## config.mk

```make
export PLATFORM = sky130hd
export DESIGN_NAME = encoder_8_3_seq
export DESIGN_NICKNAME = d
export VERILOG_FILES = /design/src/rtl/encoder_pkg.sv /design/src/rtl/prio_enc_8_3.sv /design/src/rtl/encoder_8_3_seq.sv
export SDC_FILE = /design/constraint.sdc
export NUM_CORES = 1
export LEC_CHECK = 0
export CORE_MARGIN = 1.5
export CORE_UTILIZATION = 41
export DETAILED_ROUTE_END_ITERATION = 6
export MAX_ROUTING_LAYER = met4
export PLACE_DENSITY = 0.72
export SETUP_SLACK_MARGIN = 0.2
export SYNTH_ARGS = -nofsm -noshare
export SYNTH_HDL_FRONTEND = slang
export SYNTH_SLANG_ARGS = --single-unit
```

## constraint.sdc

```tcl
create_clock -name clk -period 2.1 [get_ports clk]
set_input_delay 0.42 -clock clk [delete_from_list [all_inputs] [get_ports clk]]
set_output_delay 0.42 -clock clk [all_outputs]
set_load 0.03 [all_outputs]
```

## src/rtl/encoder_pkg.sv

```systemverilog
// Shared widths, state type and small helpers for the sequential 8:3 encoder.
package encoder_pkg;

    localparam int unsigned VEC_W  = 8;
    localparam int unsigned CODE_W = 3;

    typedef enum logic [0:0] {
        IDLE = 1'b0,
        EMIT = 1'b1
    } state_e;

    // True when exactly one bit of v is set.
    function automatic logic is_single(input logic [VEC_W-1:0] v);
        return (v != '0) && ((v & (v - VEC_W'(1))) == '0);
    endfunction

    // Binary index to one-hot mask.
    function automatic logic [VEC_W-1:0] code_mask(input logic [CODE_W-1:0] c);
        return VEC_W'(1) << c;
    endfunction

endpackage

```

## src/rtl/prio_enc_8_3.sv

```systemverilog
// Combinational priority encoder: index of the lowest (or highest) set bit.
module prio_enc_8_3
    import encoder_pkg::*;
#(
    parameter bit LSB_FIRST = 1'b1
) (
    input  logic [VEC_W-1:0]  vec_i,
    output logic [CODE_W-1:0] idx_o,
    output logic              any_o
);

    // Scan bits; first hit wins for LSB-first, last hit wins for MSB-first.
    always_comb begin
        idx_o = '0;
        any_o = 1'b0;
        for (int i = 0; i < int'(VEC_W); i++) begin
            if (vec_i[i]) begin
                if (!LSB_FIRST || !any_o) begin
                    idx_o = CODE_W'(i);
                end
                any_o = 1'b1;
            end
        end
    end

endmodule

```

## src/rtl/encoder_8_3_seq.sv

```systemverilog
// Sequential 8:3 encoder: accepts a multi-hot vector and emits the index of each
// set bit, one per handshake, in priority order.
module encoder_8_3_seq
    import encoder_pkg::*;
#(
    parameter bit LSB_FIRST = 1'b1
) (
    input  logic              clk,
    input  logic              rst_n,
    input  logic [VEC_W-1:0]  in_vec,
    input  logic              in_valid,
    output logic              in_ready,
    output logic [CODE_W-1:0] out_code,
    output logic              out_last,
    output logic              out_valid,
    input  logic              out_ready,
    output logic              zero_in
);

    state_e             state_q, state_d;
    logic [VEC_W-1:0]   pending_q, pending_d;
    logic               zero_in_q, zero_in_d;
    logic [CODE_W-1:0]  sel_code;
    logic               sel_any;
    logic               accept;
    logic               xfer;

    prio_enc_8_3 #(
        .LSB_FIRST (LSB_FIRST)
    ) u_prio (
        .vec_i (pending_q),
        .idx_o (sel_code),
        .any_o (sel_any)
    );

    // Outputs derive purely from registered state; pending is zero outside EMIT.
    always_comb begin
        in_ready  = (state_q == IDLE);
        out_valid = (state_q == EMIT);
        out_code  = sel_code;
        out_last  = is_single(pending_q);
        zero_in   = zero_in_q;
        accept    = in_valid && in_ready;
        xfer      = out_valid && out_ready;
    end

    // Next-state: latch non-zero vectors, strip each handshaken bit, exit on last.
    always_comb begin
        state_d   = state_q;
        pending_d = pending_q;
        zero_in_d = 1'b0;
        unique case (state_q)
            IDLE: begin
                if (accept) begin
                    if (in_vec != '0) begin
                        pending_d = in_vec;
                        state_d   = EMIT;
                    end else begin
                        zero_in_d = 1'b1;
                    end
                end
            end
            EMIT: begin
                if (xfer) begin
                    pending_d = pending_q & ~code_mask(sel_code);
                    if (out_last) begin
                        state_d = IDLE;
                    end
                end
            end
            default: state_d = IDLE;
        endcase
        // sel_any is implied by EMIT; kept for a defined fallback on corruption.
        if (state_q == EMIT && !sel_any) begin
            state_d = IDLE;
        end
    end

    // State registers with synchronous active-low reset overriding any handshake.
    always_ff @(posedge clk) begin
        if (!rst_n) begin
            state_q   <= IDLE;
            pending_q <= '0;
            zero_in_q <= 1'b0;
        end else begin
            state_q   <= state_d;
            pending_q <= pending_d;
            zero_in_q <= zero_in_d;
        end
    end

endmodule

```

==> results_dict.tcl, run 1 <==
set metrics [dict create \
    max-cap-violations 0 \
    ys.flop_type "dfxtp_1" \
    drc_errors 0 \
    clock_latency_ps 270 \
    arrival_ps 1630 \
    clockRootBuffer "clkbuf_4" \
    start_kind "flip-flop" \
    setup_viol 0 \
    final-hold-violation-count 0 \
    die_w_um 45.07 \
    synthTopCellsByArea "dfxtp_1 28%, nand3_1 6.2%, a32oi_1 4.8%" \
    io_buffers 18 \
    yosysMostFrequentCell "dfxtp_1" \
    syn2layout_area_growth_pct 35.34 \
    maxSlewViolCount 0 \
    seqPwrFrac_pct 35.5 \
    die_area_um2 2031 \
    crit_type "flip-flop to output pin" \
    p_leak_nw 0.3728 \
    switchingPower_mw 0.2367 \
    yosysTopAreaCell "dfxtp_1" \
    grt_pass1_vias 717 \
    antenna_left 0 \
    hp-class "flip-flop to flip-flop" \
    cts_max_level 1 \
    path_cells "or4_4, nand2_2, a21oi_2, o21a_1, buf_6" \
    synth_area_per_cell_um2 7.639 \
    core_um2 1689 \
    synth_top_area_share_pct 27.59 \
    vdd_drop_max_uv 359.8 \
    skew_ps 6.941 \
    wl_per_cell_um 14.92 \
    drt-total-wl_mm 1.999 \
    period_share_pct 97.52 \
    clk_path_buf_depth 2 \
    cts_sinks 10 \
    required_ps 1680 \
    gp_congestion 0.8456 \
    worst-path-buf-inv 1 \
    n_fill_cell 159 \
    synth.net_count 107 \
    viasPerCell 6.090 \
    post-route-util_pct 58.15 \
    powerDensity_nw_per_um2 643.1 \
    vias 816 \
    n_antenna_cell 0 \
    synthDistinctLibCells 39 \
    synth_commonest_cells "10 x dfxtp_1, 9 x nand3_1, 7 x nand2_1, 6 x a21oi_1" \
    cts_tree "done" \
    grt_start_max_net_pins 13 \
    synth_area_um2 725.7 \
    cts_buffers 3 \
    fin_crit_ps 2048 \
    ys_seq_area_share_pct 27.59 \
    p_int_mw 0.3950 \
    clkTransAtPathRegs_ps 70 \
    crit_path_top_delay_cell "or4_4" \
    async_reset_ff_share_pct 0 \
    ys_ff_latch 10 \
    fin_nets 131 \
    clock.fmax_mhz 488.3 \
    swShare_pct 37.47 \
    comb_power_share_pct 43.6 \
    drtIter0Drc 33 \
    firstDrtPassIters 4 \
    overflow 0 \
    dp_hpwl_mm 1.442 \
    setup_tns_ps 0 \
    postSynthCellCount 95 \
    grt_pass1_wl_mm 3.146 \
    ys_warn_count 0 \
    rows 15 \
    rsz0062_at_grt "yes" \
    worstMarginPinSlew_ps 372.9 \
    slowest_delay_ps 560 \
    relSlewSlack_pct 74.91 \
    die_h_um 45.07 \
    path_delay_family "simple AND/OR/NAND/NOR gates" \
    grt_use_total_pct 22.60 \
    status "complete, no violations" \
    synth_edf_count 0 \
    path_max_fanout 4 \
    clkPwrFrac_pct 20.9 \
    antenna_found_initial 0 \
    setup.worst_path.end_class "output pin" \
    drive_above_1_share_pct 25.64 \
    pin_count 19 \
    start_util_pct 42.96 \
]
sequential cells by signal (all words and copies together) (netlist names):
register / flops
pending_q: 8
out_valid: 1
zero_in: 1
kinds of logic after synthesis:
group,count (synthesis),share of synthesized area (%)
DFF,10,27.59
buffers and inverters,13,9.137
xor gates and xnor gates,1,1.207
and+or+nand+nor,42,32.42
AOI/OAI and AO/OA,29,29.66
routing by layer:
metal	track usage (%)	vias to the layer above	part of all wire, %
met3	2.800	7	6.5
li1	-	398	-
met5	-	-	0
met2	32.29	33	47
met4	15.29	0	3.8
met1	29.48	378	43
worst min-delay path: cells and delay by family, from the launching register on:
family          cells  cell delay [ps]
simple gates        1               60
compound gates      1               50
flops               1              350
cells in the final DEF (no fill, tap or decap), types with 2 or more instances in the layout:
cell,instances
clkdlybuf4s50_1,12
nand2_1,7
nor3_1,3
inv_1,3
o21ai_1,2
nand3_1,9
or4_4,3
a32oi_1,4
dfxtp_2,3
a21boi_1,3
o21ai_0,2
clkbuf_4,3
o211ai_1,2
a21oi_1,6
buf_4,11
dfxtp_1,6
nor2b_1,4
nor2_1,5
worst paths after layout:
kind	startpoint	endpoint	slack [ps]	depth (start not counted)
max	pending_q[0]$_SDFFE_PN0P_	out_last	50	5
min	pending_q[5]$_SDFFE_PN0P_	pending_q[5]$_SDFFE_PN0P_	500	2
max reg2reg	pending_q[0]$_SDFFE_PN0P_	out_valid$_SDFF_PP0_	550	5
min reg2reg	pending_q[5]$_SDFFE_PN0P_	pending_q[5]$_SDFFE_PN0P_	500	2
power by group through the flow:
stage	registers (mW)	logic [mW]	clock network, mW
floorplan	0.218	0.176	0
global placement	0.227	0.263	0
detailed placement	0.228	0.265	0
CTS	0.223	0.276	0.136
global route	0.226	0.296	0.145
finish	0.224	0.276	0.132
per-stage QoR:
step	cells	hold slack, ps	power, mW	instance area (um2)	worst slack [ps]
2_1_floorplan	95	489.4	0.3945	725.7	261.3
3_3_place_gp	129	542.0	0.4897	930.9	79.04
3_5_place_dp	129	542.8	0.4931	930.9	50.10
4_1_cts	134	543.6	0.6359	982.2	35.98
5_1_grt	134	532.6	0.6674	982.2	18.32
6_report	134	504.7	0.6316	982.2	52.06
repair_timing:
| item | in CTS | in global routing |
|---|---|---|
| endpoints found under the hold margin | 0 | 0 |
| gates resized for setup | 15 | 4 |
| setup buffers | 2 | 0 |
| pin swaps | 3 | 2 |
| endpoints found under the setup margin | 5 | 5 |
| hold buffers | 0 | 0 |
layout make-up:
class	count	area [um2]	area share, %
multi-input cells	72	470.5	47.90
repair buffers	28	245.2	24.97
flip-flops and latches	10	207.7	21.15
clock buffers	3	22.52	2.293
well taps	17	21.27	2.166
inverters	4	15.01	1.529
Power figures use the tool's default switching activity.
==> run 2: changes to the inputs <==
--- a/config.mk
+++ b/config.mk
@@ -9,8 +9,8 @@
 export CORE_UTILIZATION = 41
 export DETAILED_ROUTE_END_ITERATION = 6
 export MAX_ROUTING_LAYER = met4
-export PLACE_DENSITY = 0.72
-export SETUP_SLACK_MARGIN = 0.2
+export PLACE_DENSITY = 0.75
+export SETUP_SLACK_MARGIN = 0.02
 export SYNTH_ARGS = -nofsm -noshare
 export SYNTH_HDL_FRONTEND = slang
 export SYNTH_SLANG_ARGS = --single-unit
==> constraint.sdc (replaced) <==
create_clock -name clk -period 1.8 [get_ports clk]
set_input_delay 0.36 -clock clk [delete_from_list [all_inputs] [get_ports clk]]
set_output_delay 0.36 -clock clk [all_outputs]
set_load 0.03 [all_outputs]
==> results_dict.tcl, run 2 (synthesis results as in run 1) <==
set metrics [dict create \
    status "finished, violations left" \
    failed_checks "negative setup slack" \
    cts_sinks 10 \
    dpl_cell_area_um2 1008 \
    clockRootBuffer "clkbuf_4" \
    grt_start_max_net_pins 13 \
    hold_end "pending_q[6]$_SDFFE_PN0P_" \
    required_ps 1440 \
    top_register "pending_q" \
    powerDensity_nw_per_um2 711.8 \
    antenna_left 0 \
    holdBufCountCts 0 \
    totalPowerFinal_mw 0.7615 \
    cts_buffers 3 \
    final-hold-violation-count 0 \
    relSlewSlack_pct 73.85 \
    clk_path_buf_depth 2 \
    die_w_um 45.07 \
    drive_above_1_share_pct 35.43 \
    core_um2 1689 \
    vias 836 \
    drt-total-wl_mm 1.924 \
    rr_worst_depth 5 \
    grt_pass1_wl_mm 3.036 \
    wl_per_cell_um 13.36 \
    stdcell_area_um2 1070 \
    vdd_drop_max_uv 473.3 \
    reg2reg_from "pending_q[1]$_SDFFE_PN0P_" \
    skew_ps 3.735 \
    hp-class "flip-flop to flip-flop" \
    final_cell_mix "23 x buf_4, 12 x clkdlybuf4s50_1, 9 x nand3_1, 7 x nand2_1" \
    setup_viol 2 \
    hp-start "pending_q[6]$_SDFFE_PN0P_" \
    fin_crit_ps 1973 \
    viasPerCell 5.806 \
    maxSlewViolCount 0 \
    n_antenna_cell 0 \
    cts_tree "done" \
    drtIter0Drc 26 \
    final_common_cell "buf_4" \
    io_buffers 18 \
    die_h_um 45.07 \
    setup_tns_ps -173.8 \
    period_share_pct 109.6 \
    fin_hold_ws_ps 562.0 \
    dp_slack_ps -144.9 \
    max-cap-violations 0 \
    firstDrtPassIters 4 \
    path_max_fanout 4 \
    rows 15 \
    n_fill_cell 155 \
    clkTransAtPathRegs_ps 60 \
    fin_nets 141 \
    worst_slack_ps -172.8 \
    dp_hpwl_mm 1.519 \
    grt_pass1_vias 740 \
    grt_use_total_pct 21.29 \
    clock_latency_ps 270 \
    drc_errors 0 \
    pin_count 19 \
    crit_type "flip-flop to output pin" \
    clock.fmax_mhz 506.9 \
    syn2layout_area_growth_pct 47.41 \
    worstMarginPinSlew_ps 388.6 \
    antenna_found_initial 0 \
    gp_congestion 0.8112 \
    start_kind "flip-flop" \
    setup.worst_path.end_class "output pin" \
    min_delay_path_depth 2 \
    cts_max_level 1 \
    die_area_um2 2031 \
    rsz0062_at_grt "yes" \
    start_util_pct 42.96 \
    largest_register_ffs 8 \
    overflow 0 \
    arrival_ps 1610 \
    p_leak_nw 0.4142 \
    timing.rr.end "pending_q[3]$_SDFFE_PN0P_" \
    rrSetupSlack_ps 270 \
]
-- run 2: cell count changes in the layout (fill, tap and decap cells not counted) --
cell,previous run,this run
a21oi_1,6,5
a21oi_2,1,2
buf_2,1,0
buf_4,11,23
clkbuf_2,1,0
dfxtp_1,6,4
dfxtp_2,3,5
dlygate4sd2_1,1,2
dlymetal6s2s_1,1,0
nor2_1,5,3
nor2_2,0,2
o21ai_0,2,1
o21ai_1,2,3
-- run 2: per-stage QoR --
stage               instances  util (%)
finish                    144     63.33
CTS                       144     62.67
floorplan                  95         -
global route              144     63.33
detailed placement        140     59.70
global placement          140     59.70
-- run 2: worst max path at each step --
stage / startpoint / end / slack [ps] / cells past startpoint
finish: pending_q[1]$_SDFFE_PN0P_ / out_last / -170 / 5
global route: pending_q[1]$_SDFFE_PN0P_ / out_last / -220 / 5
CTS: pending_q[1]$_SDFFE_PN0P_ / out_last / -190 / 5
detailed placement: in_vec[2] / out_valid$_SDFF_PP0_ / -140 / 5
global placement: in_vec[2] / out_valid$_SDFF_PP0_ / -120 / 5
floorplan: pending_q[4]$_SDFFE_PN0P_ / out_code[1] / 20 / 4
-- run 2: area by class of cell --
cell class                 count  area (um2)  area share (%)
tap                           17       21.27           1.988
sequential                    10       210.2           19.65
inverter                       4       15.01           1.404
timing repair buffer          38       321.6           30.06
multi-input combinational     72       479.2           44.80
clock buffer                   3       22.52           2.105
-- run 2: what timing repair did --
item	CTS	global route
resized for setup	10	6
endpoints found under the setup margin	5	4
pin swaps	2	2
buffers inserted	1	0
-- run 2: layer usage --
metal / vias to the layer above / global-route usage (%) / part of all wire [%]
met4: 0 / 9.412 / 1.6
met1: 377 / 27.87 / 45
met3: 4 / 4.800 / 6.8
met2: 39 / 31.14 / 46
met5: - / - / 0
li1: 416 / - / -
-- run 2: where the power goes --
part           switching (mW)  internal (mW)  leakage, nW
Clock                  0.0748         0.0772       0.0138
Combinational           0.176          0.166        0.316
Sequential             0.0290          0.239       0.0848
Total                   0.280          0.482        0.414
-- run 2: worst max-delay path: stages, from the launching register on --
cell	delay (ps)
dfxtp_4	350
or4_4	540
nand2_2	80
a21oi_2	60
o21a_1	180
buf_6	130
